**src/rtl/t10_lcd_pkg.sv**
```systemverilog
// Shared definitions for the LCD bus decoder: controller states, HD44780-style
// command opcodes, the blank character and the DDRAM row-2 base address.
package t10_lcd_pkg;

  typedef enum logic [1:0] {
    ST_WAIT_FUNC = 2'd0,
    ST_CONFIG    = 2'd1,
    ST_RUN       = 2'd2
  } lcd_state_e;

  localparam logic [7:0] CMD_CLEAR = 8'h01;
  localparam logic [7:0] CMD_HOME  = 8'h02;
  localparam logic [7:0] CMD_ENTRY = 8'h04;
  localparam logic [7:0] CMD_DISP  = 8'h08;
  localparam logic [7:0] CMD_FUNC  = 8'h20;
  localparam logic [7:0] CMD_DDRAM = 8'h80;

  localparam logic [7:0] SPACE     = 8'h20;
  localparam logic [6:0] ROW2_BASE = 7'h40;

  // Only 0x00-0x0F (row 1) and 0x40-0x4F (row 2) map to visible cells.
  function automatic logic addr_valid(input logic [6:0] a);
    return (a[6:4] == 3'b000) || (a[6:4] == ROW2_BASE[6:4]);
  endfunction

endpackage

```
**src/rtl/lcd_en_sync.sv**
```systemverilog
// Brings the asynchronous LCD bus into the clk domain and emits a one-cycle
// transaction strobe, with the bus fields captured, on each falling edge of
// the synchronized enable.
module lcd_en_sync #(
  parameter int SYNC_STAGES = 2
) (
  input  logic       clk,
  input  logic       rst,
  input  logic       lcd_en,
  input  logic       lcd_rs,
  input  logic       lcd_rw,
  input  logic [7:0] lcd_data,
  output logic       txn_vld_p1,
  output logic       txn_rs_p1,
  output logic       txn_rw_p1,
  output logic [7:0] txn_data_p1
);

  // Fewer than two flops would not resolve metastability, so clamp.
  localparam int NS = (SYNC_STAGES < 2) ? 2 : SYNC_STAGES;

  logic [NS-1:0] en_sync_p0;
  logic [9:0]    bus_sync_p0 [NS];
  logic          en_last_p0;
  logic          en_fall_p0;

  // Synchronizer chains; bus fields travel at the same depth as the enable.
  always_ff @(posedge clk or negedge rst) begin
    if (!rst) begin
      en_sync_p0 <= '0;
      en_last_p0 <= 1'b0;
      for (int i = 0; i < NS; i++) bus_sync_p0[i] <= '0;
    end else begin
      en_sync_p0     <= {en_sync_p0[NS-2:0], lcd_en};
      en_last_p0     <= en_sync_p0[NS-1];
      bus_sync_p0[0] <= {lcd_rs, lcd_rw, lcd_data};
      for (int i = 1; i < NS; i++) bus_sync_p0[i] <= bus_sync_p0[i-1];
    end
  end

  assign en_fall_p0 = en_last_p0 & ~en_sync_p0[NS-1];

  // ---- p0 -> p1: register the strobe and the bus value seen with it ----
  always_ff @(posedge clk or negedge rst) begin
    if (!rst) begin
      txn_vld_p1  <= 1'b0;
      txn_rs_p1   <= 1'b0;
      txn_rw_p1   <= 1'b0;
      txn_data_p1 <= '0;
    end else begin
      txn_vld_p1 <= en_fall_p0;
      if (en_fall_p0) {txn_rs_p1, txn_rw_p1, txn_data_p1} <= bus_sync_p0[NS-1];
    end
  end

endmodule

```
**src/rtl/lcd_bus_decoder.sv**
```systemverilog
// Decodes a write-only HD44780-style parallel bus into a 2x16 character
// buffer plus status flags. Optional macro LCD_DEC_BLANK_EN: when defined,
// the row outputs read as spaces while the display is off (buffer retained).
module lcd_bus_decoder
  import t10_lcd_pkg::*;
#(
  parameter int SYNC_STAGES = 2
) (
  input  logic         clk,
  input  logic         rst,
  input  logic         lcd_en,
  input  logic         lcd_rw,
  input  logic         lcd_rs,
  input  logic [7:0]   lcd_data,
  output logic [127:0] row_1,
  output logic [127:0] row_2,
  output logic         disp_on,
  output logic         initialized,
  output logic         frame_done,
  output logic         cmd_err
);

  logic       txn_vld_p1;
  logic       txn_rs_p1;
  logic       txn_rw_p1;
  logic [7:0] txn_data_p1;

  lcd_state_e state_q, state_d;

  logic [7:0] cell_q [32];
  logic [6:0] addr_q;
  logic       inc_q;
  logic       disp_on_q;
  logic       err_q;
  logic       frame_done_q;

  logic       do_clear, do_home, do_entry, do_disp, do_addr, do_write, set_err;
  logic [3:0] col_next;
  logic [4:0] cell_idx;
  logic [127:0] buf_1, buf_2;

  lcd_en_sync #(
    .SYNC_STAGES (SYNC_STAGES)
  ) u_sync (
    .clk         (clk),
    .rst         (rst),
    .lcd_en      (lcd_en),
    .lcd_rs      (lcd_rs),
    .lcd_rw      (lcd_rw),
    .lcd_data    (lcd_data),
    .txn_vld_p1  (txn_vld_p1),
    .txn_rs_p1   (txn_rs_p1),
    .txn_rw_p1   (txn_rw_p1),
    .txn_data_p1 (txn_data_p1)
  );

  // Controller state register.
  always_ff @(posedge clk or negedge rst) begin
    if (!rst) state_q <= ST_WAIT_FUNC;
    else      state_q <= state_d;
  end

  // Next state and per-transaction action strobes.
  always_comb begin
    state_d  = state_q;
    do_clear = 1'b0;
    do_home  = 1'b0;
    do_entry = 1'b0;
    do_disp  = 1'b0;
    do_addr  = 1'b0;
    do_write = 1'b0;
    set_err  = 1'b0;
    if (txn_vld_p1) begin
      if (txn_rw_p1) begin
        // Reads are not supported: flag and drop.
        set_err = 1'b1;
      end else if (state_q == ST_WAIT_FUNC) begin
        if (!txn_rs_p1 && txn_data_p1[7:5] == CMD_FUNC[7:5]) state_d = ST_CONFIG;
      end else if (!txn_rs_p1) begin
        if (txn_data_p1 == CMD_CLEAR) begin
          do_clear = 1'b1;
        end else if (txn_data_p1[7:1] == CMD_HOME[7:1]) begin
          do_home = 1'b1;
        end else if (txn_data_p1[7:2] == CMD_ENTRY[7:2]) begin
          do_entry = 1'b1;
        end else if (txn_data_p1[7:3] == CMD_DISP[7:3]) begin
          do_disp = 1'b1;
          if (state_q == ST_CONFIG && txn_data_p1[2])     state_d = ST_RUN;
          else if (state_q == ST_RUN && !txn_data_p1[2])  state_d = ST_CONFIG;
        end else if (txn_data_p1[7] == CMD_DDRAM[7]) begin
          do_addr = 1'b1;
          if (!addr_valid(txn_data_p1[6:0])) set_err = 1'b1;
        end
      end else if (state_q == ST_RUN && addr_valid(addr_q)) begin
        do_write = 1'b1;
      end
    end
  end

  assign col_next = inc_q ? (addr_q[3:0] + 4'd1) : (addr_q[3:0] - 4'd1);
  assign cell_idx = {addr_q[6], addr_q[3:0]};

  // ---- p1 -> p2: apply the decoded transaction to buffer and flags ----
  always_ff @(posedge clk or negedge rst) begin
    if (!rst) begin
      for (int i = 0; i < 32; i++) cell_q[i] <= SPACE;
      addr_q       <= '0;
      inc_q        <= 1'b1;
      disp_on_q    <= 1'b0;
      err_q        <= 1'b0;
      frame_done_q <= 1'b0;
    end else begin
      frame_done_q <= 1'b0;
      if (set_err)  err_q     <= 1'b1;
      if (do_entry) inc_q     <= txn_data_p1[1];
      if (do_disp)  disp_on_q <= txn_data_p1[2];
      if (do_addr)  addr_q    <= txn_data_p1[6:0];
      if (do_home)  addr_q    <= '0;
      if (do_clear) begin
        for (int i = 0; i < 32; i++) cell_q[i] <= SPACE;
        addr_q <= '0;
      end
      if (do_write) begin
        cell_q[cell_idx] <= txn_data_p1;
        addr_q           <= {addr_q[6:4], col_next};
        frame_done_q     <= (addr_q == (ROW2_BASE | 7'h0F));
      end
    end
  end

  // Pack the cell array into rows, column 0 in the top byte.
  always_comb begin
    buf_1 = '0;
    buf_2 = '0;
    for (int i = 0; i < 16; i++) begin
      buf_1[8*(15-i) +: 8] = cell_q[i];
      buf_2[8*(15-i) +: 8] = cell_q[16+i];
    end
  end

`ifdef LCD_DEC_BLANK_EN
  assign row_1 = disp_on_q ? buf_1 : {16{SPACE}};
  assign row_2 = disp_on_q ? buf_2 : {16{SPACE}};
`else
  assign row_1 = buf_1;
  assign row_2 = buf_2;
`endif

  assign disp_on     = disp_on_q;
  assign initialized = (state_q == ST_RUN);
  assign frame_done  = frame_done_q;
  assign cmd_err     = err_q;

endmodule

```
**config.mk**
```make
export PLATFORM = sky130hd
export DESIGN_NAME = lcd_bus_decoder
export DESIGN_NICKNAME = d
export VERILOG_FILES = /design/src/rtl/t10_lcd_pkg.sv /design/src/rtl/lcd_en_sync.sv /design/src/rtl/lcd_bus_decoder.sv
export SDC_FILE = /design/constraint.sdc
export NUM_CORES = 1
export LEC_CHECK = 0
export ABC_AREA = 1
export CAP_MARGIN = 20
export CELL_PAD_IN_SITES_DETAIL_PLACEMENT = 0
export CELL_PAD_IN_SITES_GLOBAL_PLACEMENT = 1
export CORE_MARGIN = 2
export CORE_UTILIZATION = 42
export CTS_CLUSTER_DIAMETER = 120
export DETAILED_ROUTE_END_ITERATION = 10
export PLACE_DENSITY_LB_ADDON = 0.12
export SYNTH_ARGS = -nofsm -noshare
export SYNTH_HDL_FRONTEND = slang
export SYNTH_HIERARCHICAL = 1
export SYNTH_SLANG_ARGS = --single-unit
```
**constraint.sdc**
```tcl
create_clock -name clk -period 3.6 [get_ports clk]
set_clock_uncertainty 0.1 [all_clocks]
set_input_delay 0.36 -clock clk [delete_from_list [all_inputs] [get_ports clk]]
set_output_delay 0.36 -clock clk [all_outputs]
set_load 0.05 [all_outputs]
```
==> run_results.csv <==
group,metric,value,unit
critical_path,worst-path-stages,7,
pwr,ir_drop,0.314,mV
final_layout,finalNetCount,1432,
critical_path,r2r_slack,1.01,ns
logic_synthesis,synth_top_area_cell,"dfrtp_1",
logic_synthesis,syn-cell-area,12100,sq um
logic_synthesis,synthTopCellsByCount,"270 x dfrtp_1, 250 x nand3_1, 146 x o21ai_1, 103 x nand2_1, 99 x o21ai_0",
grt,antenna_found_initial,0,
detailed_routing,drtIter0Drc,682,
run,cap_violations,0,
detailed_routing,vias,9465,
sta,setup_viol_count_final,0,
logic_synthesis,synthTopCellsByArea,"dfrtp_1 56%, nand3_1 10%, dfstp_2 7.1%",
clock_network,cts.sinks,303,
critical_path,worst_setup_path_end_kind,"flop",
floorplanning,die_h,174,um
clock_network,cts.path.max_buffers,3,
detailed_routing,finalWirelength,35200,um
sta,tightest_slew,0.903,ns
grt,grt_pass1_wl,55500,um
sta,timing.hold.ws,0.189,ns
critical_path,critPathBufInv,2,
sta,setup_tns,0,ns
pwr,pwr-share-clk,40.5,%
pwr,p_comb_share,14.8,%
clock_network,clkTransAtPathRegs,0.06,ns
sta,rsz0062_at_grt,"false",
detailed_routing,drtAntennaViolNets,0,
pwr,power_switching,2.38,mW
placement,dp_cells,1763,
pwr,sequentialPowerShare,44.7,%
grt,grt-ovfl-total,0,
clock_network,cts_tree,"done",
critical_path,slowest_delay,0.65,ns
detailed_routing,wl_met3,2710,um
final_layout,drive_above_1_share,9.93,%
hold_path,holdPathStages,1,
pwr,p_leak,7.17,nW
detailed_routing,drt_pass1_iterations,5,
critical_path,crit_path_top_delay_cell,"nand3_1",
detailed_routing,avgViaCountPerCell,5.19,
final_layout,fin_area,16100,sq um
logic_synthesis,syn_nets,1199,
pwr,internal_power,5.92,mW
sta,finalHoldViolCount,0,
sta,slew_violations,0,
final_layout,diodes,0,
critical_path,cp-start-kind,"flop",
sta,slew_headroom,39.8,%
clock_network,cts_resized,0,
placement,post_dp_cell_area,15000,sq um
placement,dp_hpwl,22000,um
critical_path,critPathKind,"flop to flop",
logic_synthesis,synthesis.instances,1183,
pwr,power.density,515,nW/um^2
final_layout,area_delta_synth_final,32.8,%
critical_path,required,3.93,ns
logic_synthesis,netlist.area_leader.share,55.6,%
critical_path,crit_fanout,24,
logic_synthesis,syn_avg_cell_area,10.3,sq um
grt,grt_use_total,23.2,%
sta,finalCritPeriodShare,71.8,%
placement,io_buffer_count,272,
sta,fmax,0.387,GHz
grt,grt_pass1_vias,9363,
logic_synthesis,synth_edf_count,0,
clock_network,cts_buffers,34,
clock_network,insertion_delay,0.50,ns
pwr,swShare,28.7,%
floorplanning,row_count,62,
critical_path,critPathArrivalTime,2.91,ns
logic_synthesis,yosys_register_bits,303,
logic_synthesis,ys_warn_count,6,
critical_path,path_cells,"inv_1, nor2_2, nand3_1, nor2_4, nand3_1, o21ai_0, inv_1",
placement,gp_congestion,0.752,
floorplanning,initial_utilization,42.5,%
logic_synthesis,ys_seq_area_share,62.8,%
detailed_routing,top_layer,"met4",
final_layout,nFillCells,2568,
grt,grt_start_max_net_pins,118,
critical_path,ff2ff_path_depth,7,
hold_path,min_path_type,"input pin to flop",
logic_synthesis,ys_async_sr_fraction,100,%
detailed_routing,wl_met1,15700,um
floorplanning,dieWidth,174,um
clock_network,htree_levels,2,
logic_synthesis,synth_ff_type,"dfrtp_1",
logic_synthesis,yosys.cell_count.top_type,"dfrtp_1",
clock_network,root_buffer,"clkbuf_16",
floorplanning,die-area,30300,sq um
logic_synthesis,synth.distinct_cells,29,
final_layout,fin_cells,1824,
floorplanning,io_pins,273,
detailed_routing,drc,0,
floorplanning,coreArea,28500,sq um
sta,period_needed,2.59,ns
detailed_routing,dr_wl_met2,16300,um
outcome,outcome,"finished clean",
detailed_routing,avgRoutedWirePerCell,19.3,um
critical_path,cp_top_family,"simple AND/OR/NAND/NOR gates",
-- logic make-up after synthesis --
family / after synthesis / synth area share [%]
flops: 303 / 62.8
simple gates: 462 / 19.8
fa+ha+maj: 3 / 0.371
compound gates: 248 / 10.2
buf+inv: 165 / 6.70
xor+xnor: 2 / 0.144
-- worst reg2reg max path, stage by stage (launching register included) --
cell,delay [ns]
dfrtp_1,0.40
inv_1,0.08
nor2_2,0.14
nand3_1,0.13
nor2_4,0.54
nand3_1,0.66
o21ai_0,0.40
inv_1,0.07
-- registers in the layout, summed over array words and instances (netlist names), 2 cells and up --
register,flops
addr_q,7
row_1,128
row_2,128
state_q,2
u_sync/bus_sync_p0,20
u_sync/en_sync_p0,2
u_sync/txn_data_p1,8
-- placed cells by master, fill, tap and decap left out, drive strengths merged --
master	netlist	routed
nand2	104	104
xnor2	1	1
clkinvlp	0	1
a21oi	2	2
inv	67	68
nor4	1	1
ha	2	2
buf	52	22
clkbuf	45	53
xor2	1	1
nand4	27	27
clkinv	1	5
dfrtp	270	270
dlygate4sd3	0	1
nand3	276	276
nor2	28	28
dfstp	33	33
a21o	1	1
nand3b	25	25
bufinv	0	1
o21ai	245	245
clkdlybuf4s50	0	271
fa	1	1
nor3	1	1
-- worst paths after layout --
path,from,end
min in group asynchronous,rst,u_sync/bus_sync_p0[2]
max reg2reg,state_q[1],row_1[117]
min,lcd_rs,u_sync/bus_sync_p0[19]
max,state_q[1],row_1[117]
max in group asynchronous,rst,row_2[53]
min reg2reg,u_sync/en_sync_p0[0],u_sync/en_sync_p0[1]
-- cell type report --
cell class	count	area, sq um	area share, %
clock buffer	53	1020	6.35
clock inverter	7	66.3	0.411
inverter	68	263	1.63
multi-input combinational	715	3710	23.0
sequential	303	7620	47.3
tap	384	480	2.98
timing repair buffer	294	2960	18.3
-- power by group through the flow --
stage          Sequential [mW]  Clock, mW  Combinational, mW
2_1_floorplan             3.96          0              0.535
3_3_place_gp              3.76          0               1.22
3_5_place_dp              3.77          0               1.23
4_1_cts                   3.71       3.44               1.24
5_1_grt                   3.73       3.58               1.33
6_report                  3.71       3.36               1.22
-- routing by layer --
metal | vias to the layer above | global-route usage, %
li1 | 4537 | -
met3 | 33 | 7.35
met5 | - | 0
met2 | 230 | 36.8
met4 | 0 | 4.73
met1 | 4665 | 31.7
-- through the flow --
| stage | utilization [%] | worst slack [ns] | total power, mW |
|---|---|---|---|
| after CTS | 56.5 | 0.983 | 8.39 |
| after global placement | 52.6 | 1.02 | 4.98 |
| after detailed placement | 52.6 | 1.01 | 5.00 |
| after floorplan | - | 1.44 | 4.50 |
| after global routing | 56.5 | 0.689 | 8.64 |
| final | 56.5 | 1.01 | 8.30 |
-- what timing repair did --
item	in CTS	in global routing
hold endpoints to repair	104	0
setup buffers	0	0
hold buffers	1	0
(Power assumes the default switching activity.)
